[src/rtl/rf_debug_arbiter.sv]
// rtl/rf_debug_arbiter.sv - register file port arbiter between CPU pipeline and debug requester
//
// Purpose: shares the register file write port and read port 2 between the
// CPU pipeline (priority) and a single-outstanding debug request channel.
// Debug accesses use idle port cycles; after MAX_WAIT blocked cycles a
// one-cycle pipeline stall is forced so the debug access always completes.
//
// Ports:
//   clk, rst            clock, synchronous active-high reset
//   cpu_*               pipeline read-port-2 / writeback requests
//   cpu_stall           one-cycle pipeline freeze (decoded from state)
//   rf_*                register file read port 2 and write port
//   dbg_req_*           debug request channel (valid/ready)
//   dbg_rsp_*           debug response channel (valid/ready)
//   stall_count         saturating count of forced stalls
module rf_debug_arbiter #(
  parameter int unsigned MAX_WAIT = 8
) (
  input  logic        clk,
  input  logic        rst,
  input  logic        cpu_rf_re,
  input  logic [4:0]  cpu_raddr2,
  input  logic        cpu_we,
  input  logic [4:0]  cpu_waddr,
  input  logic [31:0] cpu_wdata,
  output logic        cpu_stall,
  output logic [4:0]  rf_raddr2,
  input  logic [31:0] rf_rdata2,
  output logic        rf_we,
  output logic [4:0]  rf_waddr,
  output logic [31:0] rf_wdata,
  input  logic        dbg_req_valid,
  output logic        dbg_req_ready,
  input  logic        dbg_req_write,
  input  logic [4:0]  dbg_req_addr,
  input  logic [31:0] dbg_req_wdata,
  output logic        dbg_rsp_valid,
  input  logic        dbg_rsp_ready,
  output logic [31:0] dbg_rsp_rdata,
  output logic [15:0] stall_count
);

  localparam logic [7:0] MAX_WAIT_C = 8'(MAX_WAIT);

  typedef enum logic [1:0] {
    S_IDLE,
    S_WAIT,
    S_STALL,
    S_RESP
  } state_t;

  state_t      state_q;
  logic        buf_write_q;
  logic [4:0]  buf_addr_q;
  logic [31:0] buf_wdata_q;
  logic [7:0]  wait_cnt_q;
  logic [7:0]  wait_cnt_d;
  logic [31:0] rsp_q;
  logic [15:0] stall_cnt_q;

  logic slot_free;
  logic access;
  logic own_rd;
  logic own_wr;

  // The slot only depends on the port the buffered request needs.
  assign slot_free  = buf_write_q ? !cpu_we : !cpu_rf_re;
  assign access     = !rst && ((state_q == S_STALL) || ((state_q == S_WAIT) && slot_free));
  assign own_rd     = access && !buf_write_q;
  assign own_wr     = access && buf_write_q;
  assign wait_cnt_d = wait_cnt_q + 8'd1;

  // Unowned ports pass through from the CPU; x0 writes are suppressed.
  assign rf_raddr2 = own_rd ? buf_addr_q  : cpu_raddr2;
  assign rf_waddr  = own_wr ? buf_addr_q  : cpu_waddr;
  assign rf_wdata  = own_wr ? buf_wdata_q : cpu_wdata;
  assign rf_we     = own_wr ? (buf_addr_q != 5'd0) : (cpu_we && !rst);

  assign cpu_stall     = !rst && (state_q == S_STALL);
  assign dbg_req_ready = !rst && (state_q == S_IDLE);
  assign dbg_rsp_valid = !rst && (state_q == S_RESP);
  assign dbg_rsp_rdata = rsp_q;
  assign stall_count   = stall_cnt_q;

  always_ff @(posedge clk) begin
    if (rst) begin
      state_q     <= S_IDLE;
      buf_write_q <= 1'b0;
      buf_addr_q  <= 5'd0;
      buf_wdata_q <= 32'd0;
      wait_cnt_q  <= 8'd0;
      rsp_q       <= 32'd0;
      stall_cnt_q <= 16'd0;
    end else begin
      if (access) begin
        rsp_q <= buf_write_q ? buf_wdata_q : rf_rdata2;
      end
      case (state_q)
        S_IDLE: begin
          if (dbg_req_valid) begin
            buf_write_q <= dbg_req_write;
            buf_addr_q  <= dbg_req_addr;
            buf_wdata_q <= dbg_req_wdata;
            wait_cnt_q  <= 8'd0;
            state_q     <= S_WAIT;
          end
        end
        S_WAIT: begin
          // A free slot wins even on the cycle the counter would expire.
          if (slot_free) begin
            state_q <= S_RESP;
          end else if (wait_cnt_d == MAX_WAIT_C) begin
            state_q <= S_STALL;
          end else begin
            wait_cnt_q <= wait_cnt_d;
          end
        end
        S_STALL: begin
          if (stall_cnt_q != 16'hFFFF) begin
            stall_cnt_q <= stall_cnt_q + 16'd1;
          end
          state_q <= S_RESP;
        end
        S_RESP: begin
          if (dbg_rsp_ready) begin
            state_q <= S_IDLE;
          end
        end
        default: state_q <= S_IDLE;
      endcase
    end
  end

endmodule

[config.mk]
export PLATFORM = sky130hd
export DESIGN_NAME = rf_debug_arbiter
export DESIGN_NICKNAME = d
export VERILOG_FILES = /design/src/rtl/rf_debug_arbiter.sv
export SDC_FILE = /design/constraint.sdc
export NUM_CORES = 1
export LEC_CHECK = 0
export CORE_MARGIN = 4
export CORE_UTILIZATION = 45
export CTS_CLUSTER_SIZE = 25
export DETAILED_ROUTE_END_ITERATION = 12
export PLACE_DENSITY = 0.86
export SETUP_SLACK_MARGIN = 0.2
export SLEW_MARGIN = 20
export SYNTH_ARGS = -nofsm -noshare
export SYNTH_HDL_FRONTEND = slang
export SYNTH_SLANG_ARGS = --single-unit
[constraint.sdc]
create_clock -name clk -period 6.1 [get_ports clk]
set_input_delay 1.22 -clock clk [delete_from_list [all_inputs] [get_ports clk]]
set_output_delay 1.22 -clock clk [all_outputs]
set_load 0.02 [all_outputs]
* Word-level counts from Yosys, hierarchy flattened
Index checks and enable logic that the tools add are counted.
** Word-level totals
- Flip-flop bits (word level) :: 96
- Bits of input ports :: 118
- Output and inout bits :: 94
- Logic and storage cells :: 54
** Cells by class
- Add/sub/neg operators :: 2
- Equal/unequal tests :: 10
- Multiplexer cells :: 15
- Reduce and logical (&&, ||, !) cells :: 20
** Operators by type and width (number)
- $mux W32 :: 2
- $mux W8 :: 3
- $add A16 B1 Y16 const B :: 1
- $ne A16 B16 Y1 const B :: 1
- $pmux W8 S2 :: 1
- $mux W5 :: 2
- $add A8 B1 Y8 const B :: 1
- $eq A8 B4 Y1 const B :: 1
- $logic_and A1 B1 Y1 :: 8
- $mux W2 :: 4
- $ne A2 B2 Y1 const B :: 4
- $pmux W2 S4 :: 1
- $reduce_bool A5 Y1 :: 1
- $eq A2 B2 Y1 const B :: 2
- $logic_not A1 Y1 :: 4
- $reduce_and A2 Y1 :: 2
- $reduce_and A4 Y1 :: 1
- $ne A3 B2 Y1 const B :: 1
- $reduce_and A3 Y1 :: 1
- $eq A2 B1 Y1 const B :: 1
- $logic_not A2 Y1 :: 1
- $mux W1 :: 2
- $reduce_bool A2 Y1 :: 1
- $logic_or A1 B1 Y1 :: 1

* Longest topological paths before layout
- Word-level depth :: 7
- Depth in mapped cells :: 9
- Mapped depth without buffers :: 7

* Worst setup path before layout
OpenSTA, ideal clock, no wires.
- Kind :: input to output
- From :: input cpu_we
- To :: output rf_wdata[23]
- Arrival time :: 2.548 ns
- Required time :: 4.880 ns
- Path slack :: 2.332 ns
- Stages on the path :: 6
- Buffers on the path :: 2
- Cell sequence :: mux2i_2 > a21o_1 > and3_1 > buf_4 > buf_4 > mux2_2
** On the way
- Cells in the longest elaborated chain, start to end :: 7
** RTL lines
- start: declaration :: RTL line 23 : input logic cpu_we,
- $logic_not A1 Y1 :: RTL line 67 : assign slot_free = buf_write_q ? !cpu_we : !cpu_rf_re;
- $mux W1 :: RTL line 67
- $logic_and A1 B1 Y1 :: RTL line 68 : assign access = !rst && ((state_q == S_STALL) || ((state_q == S_WAIT) && slot_free));
- $logic_or A1 B1 Y1 :: RTL line 68
- $logic_and A1 B1 Y1 :: RTL line 68
- $logic_and A1 B1 Y1 :: RTL line 70 : assign own_wr = access && buf_write_q;
- $mux W32 :: RTL line 76 : assign rf_wdata = own_wr ? buf_wdata_q : cpu_wdata;
- end: declaration :: RTL line 31 : output logic [31:0] rf_wdata,
Every way passes these cells.

* Worst setup path after layout
- From :: input cpu_we
- To :: output rf_wdata[8]
Same word-level chain as after synthesis.

==> impl_results.md <==
- Rows: 37
- Worst Clk Skew: about 0.013 ns
- Critical Path Max Stage Delay: ~0.85 ns
- Total CTS buffers: 9
- Top FF cell, synth: dfxtp_1
- Share of layout cells above drive strength 1: 9.56%
- Slew margin rel.: a little under a third
- DP Wirelength: 10800 µm
- Unrepaired setup endpoints after global routing: no
- DIE AREA: 0.0121 mm²
- H-Tree Level Count: 3
- Hold Fails Final Rpt: 0
- Gr usage total: 23.5%
- Sequential share of the synthesized area: 40.9%
- Max-slew violation count: 0
- Crit-path max FO: 39
- Crit share post-route: a little under nine tenths
- Final ANT Viol Nets: 0
- Yosys warns: 0
- Root Buffer: clkbuf_8
- F_max: 0.193 GHz
- Crit path arrival time: 3.97 ns
- Area growth, synth to finish: 50.5%
- CTS tree: built
- Routability Congestion: 0.856
- FFs w/ async S/R, synth: 0%
- Number of distinct library cells after synthesis: 41
- Clock-pin transition on the worst setup and hold timing paths: around 0.1 ns
- Power Density: around 350 mW/mm²
- Core Region: 0.0102 mm²
- WL per Instance: approximately 17 µm
- Starting Density: between 40% and 50%
- Vias post-DR: roughly 4600
- Post-Syn Area: 0.00469 mm²
- Dominant cells by area after synthesis: dfxtp_1 41%, mux2_2 10%, mux2i_1 7.7%
- # Post-CTS Setup Buffers: 0
- Worst path most repeated cell: clkdlybuf4s50_1
- Drt drc: 0
- Yosys top cell area share: about two fifths
- Max clock buf depth: 2
- Global route total overflow: 0
- Mapped Avg Cell Area: a little under 9 µm²
- Worst-Skew Late Latency: between 0.3 and 0.4 ns
- I/O Buffers: 211
- Top Metal Used: met4
- CTS hold repair buffers: 0
- Cells after synthesis: approximately 540
- Critical path class: input pin to primary output
- Vias in the first global route: 4595
- I/O pin total: 212
- Post-layout min period: 5.19 ns
- FF-to-FF Start: wait_cnt_q[0]
- Via/cell ratio: 5.30
- Crit end category: primary output
- CP max stage cell: and3_2
- Die W: 110 µm
- Total Wirelength: approximately 15000 µm
- Sink Count: 96
- Tightest Pin Transition: 1.03 ns
- Post-synth EDFFs: 0
- Final Net Count: 853
- Hold Crit Start: buf_wdata_q[24]
- CP Data Required Time: between 4 and 5 ns
- Reg area: 0.00192 mm²
- First-pass GRT wire length: 22400 µm
- Max rail drop VDD: 176 µV
- Max_cap viols: 0
- Largest net degree at the start of global routing: 97
- Crit path cell chain: clkdlybuf4s50_1 > mux2i_2 > a21o_2 > and3_2 > mux2_2 > clkdlybuf4s50_1
- Initial DRC count: 233
- Mapped Nets: 662
- Die height: 110 µm
- Status: finished, final reports clean
- FILL cells: 808
- DR WL met2: 7520 µm
- Ant. Diodes: 0
- Multi-input logic area: 0.00260 mm²
- Commonest non-fill, non-tap cell in the layout: clkdlybuf4s50_1
- Startpoint types: input pin
- Static Leak: 2.53 nW
- Most frequent cells in the layout: 210 x clkdlybuf4s50_1, 96 x nand2_1, 95 x dfxtp_1
- Final setup viols: 0
- Met3 wire len: slightly above 900 µm
- # resized after CTS: 0
- Yosys reg bits: 96
- Setup TNS: 0 ns
- Top cell type by total area after synthesis: dfxtp_1
- Initial antenna violation count: 0
- Pwr Total: 2.45 mW
- Hold Path Class: flip-flop to flip-flop
- Met1 WL: 5920 µm
- Drt first pass iters: 4
- CP startpoint: cpu_we
## cell type report
type                    instances  share of cell area (%)
clock inverters                 7                    1.12
multi-input cells             398                    36.8
inverters                       6                   0.319
repair buffers                216                    30.4
flip-flops and latches         96                    27.2
well taps                     136                    2.41
clock buffers                   9                    1.75
## worst paths after layout
check | cells past startpoint | endpoint | slack, ns
worst min register to register | 2 | buf_wdata_q[24] | 0.48
worst max-delay path | 6 | rf_wdata[8] | 0.91
worst max register to register | 6 | wait_cnt_q[7] | 3.90
worst min-delay path | 2 | buf_wdata_q[24] | 0.48
## worst max-delay path, delay by kind of cell
family / cells / cell delay, ns
AOI/OAI and AO/OA: 1 / 0.20
and+or+nand+nor: 1 / 0.85
buffers and inverters: 2 / 0.98
muxes: 2 / 0.69
## through the flow
step | cell area, µm² | cells | utilization (%) | hold WS [ns] | setup slack, ns
after detailed placement | 6860 | 852 | 67.1 | 0.464 | 0.897
after global placement | 6860 | 852 | 67.1 | 0.457 | 1.02
after floorplan | 4690 | 536 | - | 0.446 | 2.33
after global routing | 7060 | 868 | 69.0 | 0.504 | 0.800
final | 7060 | 868 | 69.0 | 0.478 | 0.912
after CTS | 7060 | 868 | 69.0 | 0.479 | 0.901
## routing by layer
metal	vias to the layer above	global-route usage (%)
li1	2268	-
met1	2148	28.0
met2	156	40.7
met3	30	5.71
met4	0	9.15
met5	-	0
## logic make-up (layout without fill, tap and decap cells)
| kind of cell | Yosys count | after routing | share of synthesized area [%] |
|---|---|---|---|
| buf+inv | 42 | 238 | 3.73 |
| simple gates | 198 | 198 | 19.2 |
| compound gates | 101 | 101 | 13.8 |
| mux | 79 | 79 | 18.0 |
| flops | 96 | 96 | 40.9 |
| xor+xnor | 12 | 12 | 2.24 |
| fa+ha+maj | 8 | 8 | 2.13 |
## flip-flops by register name (all words and copies together) (netlist names)
register and cells:
stall_count 16, buf_write_q 1, wait_cnt_q 8, buf_wdata_q 32, dbg_rsp_rdata 32, state_q 2, buf_addr_q 5
## cells in the mapped netlist (4+ instances only)
| cell | number |
|---|---|
| a211oi_1 | 32 |
| a21oi_1 | 43 |
| and3_1 | 6 |
| and4_1 | 5 |
| buf_1 | 9 |
| buf_2 | 5 |
| clkbuf_1 | 19 |
| dfxtp_1 | 96 |
| ha_1 | 8 |
| inv_1 | 6 |
| mux2_2 | 42 |
| mux2i_1 | 36 |
| nand2_1 | 96 |
| nand2b_1 | 5 |
| nand3_1 | 8 |
| nand4_1 | 7 |
| nor2_1 | 49 |
| nor3_1 | 4 |
| o21ai_0 | 10 |
| xnor2_1 | 4 |
| xor2_1 | 8 |
## where the power goes
part           leakage (nW)  internal (mW)  switching [mW]
registers             0.785          0.788           0.111
clock network        0.0977          0.194           0.232
logic                  1.64          0.506           0.621
total                  2.53           1.49           0.965
Power figures use the tool's default switching activity.
